==> src/rtl/sram_1rw_wmask_port_ctrl.sv <==
// Valid/ready request front-end for a 1rw write-masked SRAM macro with an in-order read response FIFO.
// Reads return 2 edges after acceptance; req_ready is credit-gated so a stalled consumer never drops data.

module sram_1rw_wmask_resp_fifo #(
    parameter int W     = 2,
    parameter int DEPTH = 4
) (
    input  logic                         core_clk,
    input  logic                         arst_n,
    input  logic                         in_vld,
    input  logic [W-1:0]                 in_dat,
    output logic                         out_vld,
    input  logic                         out_rdy,
    output logic [W-1:0]                 out_dat,
    output logic [$clog2(DEPTH+1)-1:0]   count
);
    localparam int PW = (DEPTH > 1) ? $clog2(DEPTH) : 1;

    logic [W-1:0]  mem [DEPTH];
    logic [PW-1:0] wr_ptr;
    logic [PW-1:0] rd_ptr;
    logic          pop;

    function automatic logic [PW-1:0] ptr_nxt(input logic [PW-1:0] p);
        return (p == PW'(DEPTH - 1)) ? '0 : p + 1'b1;
    endfunction

    assign out_vld = (count != '0);
    assign out_dat = mem[rd_ptr];
    assign pop     = out_vld && out_rdy;

    always_ff @(posedge core_clk or negedge arst_n) begin
        if (!arst_n) begin
            for (int i = 0; i < DEPTH; i++) begin
                mem[i] <= '0;
            end
            wr_ptr <= '0;
            rd_ptr <= '0;
            count  <= '0;
        end else begin
            if (in_vld) begin
                mem[wr_ptr] <= in_dat;
                wr_ptr      <= ptr_nxt(wr_ptr);
            end
            if (pop) begin
                rd_ptr <= ptr_nxt(rd_ptr);
            end
            if (in_vld && !pop) begin
                count <= count + 1'b1;
            end else if (!in_vld && pop) begin
                count <= count - 1'b1;
            end
        end
    end

    // Upstream credits guarantee a slot for every push.
    always_ff @(posedge core_clk) begin
        if (arst_n) begin
            assert (!(in_vld && count == ($clog2(DEPTH+1))'(DEPTH)));
        end
    end
endmodule

module sram_1rw_wmask_port_ctrl #(
    parameter int DATA_WIDTH = 2,
    parameter int ADDR_WIDTH = 4,
    parameter int NUM_WMASK  = 2,
    parameter int RESP_DEPTH = 4
) (
    input  logic                  clk0,
    input  logic                  rstb0,
    input  logic                  req_valid,
    output logic                  req_ready,
    input  logic                  req_we,
    input  logic [ADDR_WIDTH-1:0] req_addr,
    input  logic [DATA_WIDTH-1:0] req_wdata,
    input  logic [NUM_WMASK-1:0]  req_wmask,
    output logic                  rsp_valid,
    input  logic                  rsp_ready,
    output logic [DATA_WIDTH-1:0] rsp_rdata,
    output logic                  csb0,
    output logic                  web0,
    output logic [ADDR_WIDTH-1:0] addr0,
    output logic [DATA_WIDTH-1:0] din0,
    output logic [NUM_WMASK-1:0]  wmask0,
    input  logic [DATA_WIDTH-1:0] dout0
);
    localparam int CW = $clog2(RESP_DEPTH + 1);

    logic          run;
    logic          rd_tag0;
    logic          rd_tag1;
    logic          accept;
    logic [CW-1:0] fifo_count;

    // Reads in flight already own a FIFO slot, so the check uses state only.
    assign req_ready = run &&
        ((32'(fifo_count) + 32'(rd_tag0) + 32'(rd_tag1)) < 32'(RESP_DEPTH));
    assign accept    = req_valid && req_ready;

    always_ff @(posedge clk0 or negedge rstb0) begin
        if (!rstb0) begin
            run     <= 1'b0;
            csb0    <= 1'b1;
            web0    <= 1'b1;
            addr0   <= '0;
            din0    <= '0;
            wmask0  <= '0;
            rd_tag0 <= 1'b0;
            rd_tag1 <= 1'b0;
        end else begin
            run     <= 1'b1;
            csb0    <= 1'b1;
            web0    <= 1'b1;
            rd_tag0 <= accept && !req_we;
            rd_tag1 <= rd_tag0;
            if (accept) begin
                if (!req_we) begin
                    csb0  <= 1'b0;
                    addr0 <= req_addr;
                end else if (req_wmask != '0) begin
                    csb0   <= 1'b0;
                    web0   <= 1'b0;
                    addr0  <= req_addr;
                    din0   <= req_wdata;
                    wmask0 <= req_wmask;
                end
            end
        end
    end

    sram_1rw_wmask_resp_fifo #(
        .W     (DATA_WIDTH),
        .DEPTH (RESP_DEPTH)
    ) u_rsp_fifo (
        .core_clk (clk0),
        .arst_n   (rstb0),
        .in_vld   (rd_tag1),
        .in_dat   (dout0),
        .out_vld  (rsp_valid),
        .out_rdy  (rsp_ready),
        .out_dat  (rsp_rdata),
        .count    (fifo_count)
    );
endmodule

==> config.mk <==
export PLATFORM = sky130hd
export DESIGN_NAME = sram_1rw_wmask_port_ctrl
export DESIGN_NICKNAME = d
export VERILOG_FILES = /design/src/rtl/sram_1rw_wmask_port_ctrl.sv
export SDC_FILE = /design/constraint.sdc
export NUM_CORES = 1
export LEC_CHECK = 0
export BUFFER_PORTS_ARGS = -buffer_cell sky130_fd_sc_hd__buf_2
export CORE_MARGIN = 4
export CORE_UTILIZATION = 52
export DETAILED_ROUTE_END_ITERATION = 6
export PLACE_DENSITY = 0.86
export SKIP_LAST_GASP = 1
export SLEW_MARGIN = 15
export SYNTH_ARGS = -nofsm -noshare
export SYNTH_HDL_FRONTEND = slang
export SYNTH_SLANG_ARGS = --single-unit
export TNS_END_PERCENT = 1
==> constraint.sdc <==
create_clock -name clk0 -period 2.6 [get_ports clk0]
set_input_delay 0.52 -clock clk0 [delete_from_list [all_inputs] [get_ports clk0]]
set_output_delay 0.52 -clock clk0 [all_outputs]
set_load 0.05 [all_outputs]
=== Yosys cells after proc, flatten, opt, wreduce, memory -nomap -nowiden ===
Cells that the tools add are included.
W data, S select, Z words.

* Flip-flop bits (word level): 28
* Input port bits: 15
* Output and inout bits: 14
* Word-level logic and storage cells: 62

* Add/subtract/negate cells: 6
* Order comparisons: 4
* Equal/unequal tests: 3
* Multiplexer cells: 17
* Bitwise operators: 2
* Reduce and logical (&&, ||, !) cells: 15

{| class="wikitable"
|+ Operators by type and width
! cell !! count
|-
| $mux W2 || 5
|-
| $bwmux W8 || 1
|-
| $mux W4 || 2
|-
| $logic_and A1 B1 Y1 || 7
|-
| $ge A3 B3 Y1 const B || 2
|-
| $mux W3 || 2
|-
| $not A2 Y3 || 2
|-
| $add A4 B1 Y5 || 1
|-
| $lt A5 B3 Y1 const B || 1
|-
| $mux W1 || 5
|-
| $add A2 B1 Y2 const B || 2
|-
| $add A3 B1 Y4 || 1
|-
| $bmux W2 S2 || 1
|-
| $demux W2 S2 || 1
|-
| $eq A2 B2 Y1 const B || 2
|-
| $reduce_bool A2 Y1 || 2
|-
| $add A3 B1 Y3 const B || 1
|-
| $logic_not A1 Y1 || 3
|-
| $lt A3 B1 Y1 const B || 1
|-
| $reduce_and A3 Y1 || 1
|-
| $reduce_bool A3 Y1 || 1
|-
| $sub A3 B1 Y3 const B || 1
|-
| $ne A2 B1 Y1 const B || 1
|-
| $reduce_and A2 Y1 || 1
|}

=== Depth between registers and ports, before layout ===
* Depth after elaboration: 6
* Mapped depth: 8
* Gate-level depth less buffers: 8

=== Modules after synthesis ===
From an unflattened synthesis, not the netlist that was laid out.

* Cells, all modules: 90
* Area total of the unflattened synthesis: 1300.0 um^2

{| class="wikitable"
|+ Modules (own cells, without submodules)
! module !! times used !! cells each !! area an instance (um^2) !! seq. area each (um^2)
|-
| sram_1rw_wmask_resp_fifo || 1 || 54 || 752.0 || 375.4
|-
| sram_1rw_wmask_port_ctrl || 1 || 36 || 548.0 || 327.8
|}

=== Worst setup path after synthesis ===
Ideal clock, no wire load.

* Path kind: reg-to-reg
* From: register u_rsp_fifo.count[1]
* To: register u_rsp_fifo.count[2]
* Arrival time: 2.239 ns
* Path slack: 0.282 ns
* Stages on the path, launching flop included: 9
* Buffers on the path: 0
* Cells stage by stage: dfrtp_1 or3_2 nand2_1 ha_1 inv_1 fa_1 xor2_1 nor2_1 xor2_1

* Word-level cells in the longest chain between the ends: 5
* Elaborated cells between the ends (all ways): 10
* Those cells by class: add/sub: 2; mux: 2; reduce/logical: 6

{| class="wikitable"
|+ RTL lines
! element !! RTL line !! text
|-
| start, declared || 15 || <nowiki>output logic [$clog2(DEPTH+1)-1:0] count</nowiki>
|-
| start signal, assigned || 49 || <nowiki>count <= count + 1'b1;</nowiki>
|-
| start signal, assigned || 51 || <nowiki>count <= count - 1'b1;</nowiki>
|-
| $reduce_bool A3 Y1 * || 28 || <nowiki>assign out_vld = (count != '0);</nowiki>
|-
| net rsp_valid || 78 || <nowiki>output logic rsp_valid,</nowiki>
|-
| $logic_and A1 B1 Y1 * || 30 || <nowiki>assign pop = out_vld && out_rdy;</nowiki>
|-
| $logic_not A1 Y1 || 48 || <nowiki>if (in_vld && !pop) begin</nowiki>
|-
| $logic_and A1 B1 Y1 || 48 ||
|-
| $mux W3 or $reduce_bool A2 Y1 (tied branches) || n/a ||
|}

Mark *: on every way through the listed nets, which the timed path passes. The rest lies on a longest branch. The select of a mux whose other input is x is not followed.
A chain may end at the register's enable or synchronous reset.

=== Final worst setup path ===
* From: register rd_tag1
* To: output port req_ready

* Word-level cells in the longest chain between the ends: 3

{| class="wikitable"
|+ RTL lines
! element !! RTL line !! text
|-
| start, declared || 92 || <nowiki>logic rd_tag1;</nowiki>
|-
| start signal, assigned || 116 || <nowiki>rd_tag1 <= rd_tag0;</nowiki>
|-
| $add A4 B1 Y5 || 98 || <nowiki>((32'(fifo_count) + 32'(rd_tag0) + 32'(rd_tag1)) < 32'(RESP_DEPTH));</nowiki>
|-
| $lt A5 B3 Y1 || 98 ||
|-
| $logic_and A1 B1 Y1 || 97 || <nowiki>assign req_ready = run &&</nowiki>
|-
| end, declared || 73 || <nowiki>output logic req_ready,</nowiki>
|}

Every way passes these cells.

==> results.toml <==
[grt]
overflow = 0
grt_pass1_wl_microns = 3546
antenna_found_initial = 0
grt_max_degree = 29
grt_pass1_vias = 813
grt_use_total_pct = 13.78

[die]
core_sq_um = 2276
pin_count = 29
die_x_microns = 57.57
start_util_pct = 56.13
die_area_sq_um = 3314
die_y_microns = 57.57
placementRows = 17

[yosys]
synth_compound_area_share_pct = 1.371
synth-main-ff-cell = "dfrtp_1"
async_flop_share_pct = 100.0
synthMuxAreaShare_pct = 21.74
synth_most_common_cell = "dfrtp_1"
ys_ff_latch = 28
synth_top_cell_by_area = "dfrtp_1"
synth_top_area_share_pct = 50.93
yosysSeqAreaShare_pct = 55.04
syn_inst = 90
syn_area_sq_um = 1277
synth-edff-count = 0
synth_fa_ha_area_share_pct = 8.423
synth_xor_area_share_pct = 2.057
yosys-top-cells-count = "dfrtp_1, mux2_2, nand2_1"
avgSynthCellArea_sq_um = 14.19
yosys_warnings = 0
synthTopCellsByArea = "dfrtp_1, mux2_4, mux2_2"
synthDistinctLibCells = 22
synth_top_family_by_area = "multiplexers"
syn-num-nets = 113
synth-simple-area-share_pct = 7.835

[routing]
drtAntennaViolNets = 0
drtIter0Drc = 7
vias = 756
wl_per_cell_microns = 13.16
vias_per_cell = 5.108
drc = 0
first_pass_iters = 2
routed_wl_microns = 1948

[sta]
holdWs_ns = 0.1862
maxSlewHeadroom_pct = 60.66
slew_viol_final = 0
hold_viol = 0
rsz0062_at_grt = "false"
post-route-period-util_pct = 88.19
setup_tns_ns = 0
worst_pin_slew_ns = 0.5901
period_needed_ns = 2.293
setup_violations = 0
clock_skew_ns = 0.001938
fmax_ghz = 0.4361

[clocking]
numCtsBuffers = 3
ctsHoldBuffers = 0
ctsLongestPathBuffers = 2
ctsRootBufferMaster = "clkbuf_4"
cts_tree = "yes"
cts-resized-gates = 0
numClockSinks = 28
clock_latency_ns = 0.31
path_clk_slew_ns = 0.13
htreeDepth = 1
postCtsSetupRepairBufs = 0

[power]
p_sw_uw = 825.7
power_frac_seq_pct = 40.5
peakVddDrop_uv = 880.0
comb_power_share_pct = 49.0
p_leak_nw = 0.7067
switching_share_pct = 43.43
clockPowerShare_pct = 10.5
powerDensity_nw_per_um2 = 1296
p_int_mw = 1.075

[finish]
fillers = 170
multi_input_area_sq_um = 533.0
syn_to_final_growth_pct = 14.79
fin_nets = 144
layoutNonFillerInstCount = 148
n_antenna_cell = 0
drive_above_1_share_pct = 46.67
seqCellArea_sq_um = 703.2

[placed_design]
port_buffers = 28
gp_congestion = 0.6756
dp_hpwl_microns = 1522
placed_cells = 144

[setup_path]
worst-setup-path-type = "reg -> out"
crit_required_ns = 2.08
crit_fanout = 10
arrival_ns = 1.77
worst_setup_path_end_kind = "primary output"
start_kind = "flop"

[run_status]
status = "finished clean"

[flow_run]
max_cap_violations = 0

[worst_hold_path]
min_path_type = "in -> async"
## path summary, 6_finish.rpt
path / startpoint / endpoint / slack (ns) / cells past startpoint
worst max-delay path: rd_tag1$_DFF_PN0_ / req_ready / 0.31 / 4
worst min-delay path: rstb0 / din0[1]$_DFFE_PN0P_ / 0.19 / 1
worst max register to register: u_rsp_fifo.count[1]$_DFFE_PN0P_ / u_rsp_fifo.count[2]$_DFFE_PN0P_ / 0.33 / 8
worst min register to register: rd_tag0$_DFF_PN0_ / rd_tag1$_DFF_PN0_ / 0.39 / 0
max in group asynchronous: rstb0 / u_rsp_fifo.count[1]$_DFFE_PN0P_ / 2.03 / 1
min in group clk0: req_we / rd_tag0$_DFF_PN0_ / 0.36 / 2
## worst max-delay path: stages (launching register included)
cell	delay, ns
dfrtp_1	0.51
ha_1	0.34
nand3_1	0.09
and4b_4	0.25
buf_2	0.27
## through the flow
| stage | power [mW] | util (%) | setup WS [ns] | area (sq um) |
|---|---|---|---|---|
| detailed placement | 1.720 | 62.84 | 0.3583 | 1430 |
| global placement | 1.678 | 62.84 | 0.4446 | 1430 |
| finish | 1.901 | 64.43 | 0.3070 | 1466 |
| floorplan | 1.530 | - | 0.2816 | 1277 |
| global route | 2.027 | 64.43 | 0.1636 | 1466 |
| CTS | 1.931 | 64.43 | 0.2795 | 1466 |
## cells by family after synthesis
logic type      count (synthesis)
fa+ha+maj                       8
mux                            20
simple gates                   20
xor+xnor                        3
compound gates                  3
flops                          28
buf+inv                         7
other cells                     1
## layer usage
| layer | part of all wire, % | track usage (%) | vias to the layer above |
|---|---|---|---|
| met2 | 49 | 21.94 | 24 |
| met1 | 43 | 17.98 | 369 |
| met4 | 0.31 | 4.967 | 0 |
| met5 | 0 | 0 | - |
| li1 | - | - | 361 |
| met3 | 7.7 | 3.846 | 2 |
## power groups by stage
| stage | sequential [mW] | combinational (mW) | clock, mW |
|---|---|---|---|
| finish | 0.770 | 0.932 | 0.200 |
| global route | 0.804 | 0.996 | 0.227 |
| CTS | 0.772 | 0.947 | 0.213 |
| detailed placement | 0.775 | 0.944 | 0 |
| global placement | 0.758 | 0.919 | 0 |
| floorplan | 0.980 | 0.550 | 0 |
## flip-flops by register name, indices dropped and copies added, names as in the netlist
name               count
csb0                   1
u_rsp_fifo.wr_ptr      2
rd_tag0                1
u_rsp_fifo.count       3
din0                   2
u_rsp_fifo.rd_ptr      2
wmask0                 2
run                    1
rd_tag1                1
web0                   1
addr0                  4
u_rsp_fifo.mem         8
## area by class of cell
cell class / count / share of cell area [%]
inverter: 5 / 1.280
sequential: 28 / 47.95
multi-input combinational: 55 / 36.35
tap: 28 / 2.389
clock buffer: 4 / 2.474
timing repair buffer: 28 / 9.556
## placed cells by master (no fill, tap or decap)
cell type,count
fa_1,1
nand3_1,1
buf_2,28
inv_1,5
nor2_1,4
dfrtp_1,26
dfstp_2,2
nor3_1,1
and3_1,1
and4b_1,1
ha_1,7
clkbuf_4,3
xnor2_1,1
nand2_1,10
mux2_4,8
clkbuf_8,1
conb_1,1
or3_2,1
mux2_2,10
mux4_2,2
xor2_1,2
and4b_4,1
a21o_1,1
o21ai_0,2
No activity file was read; power rests on OpenSTA's default activity.
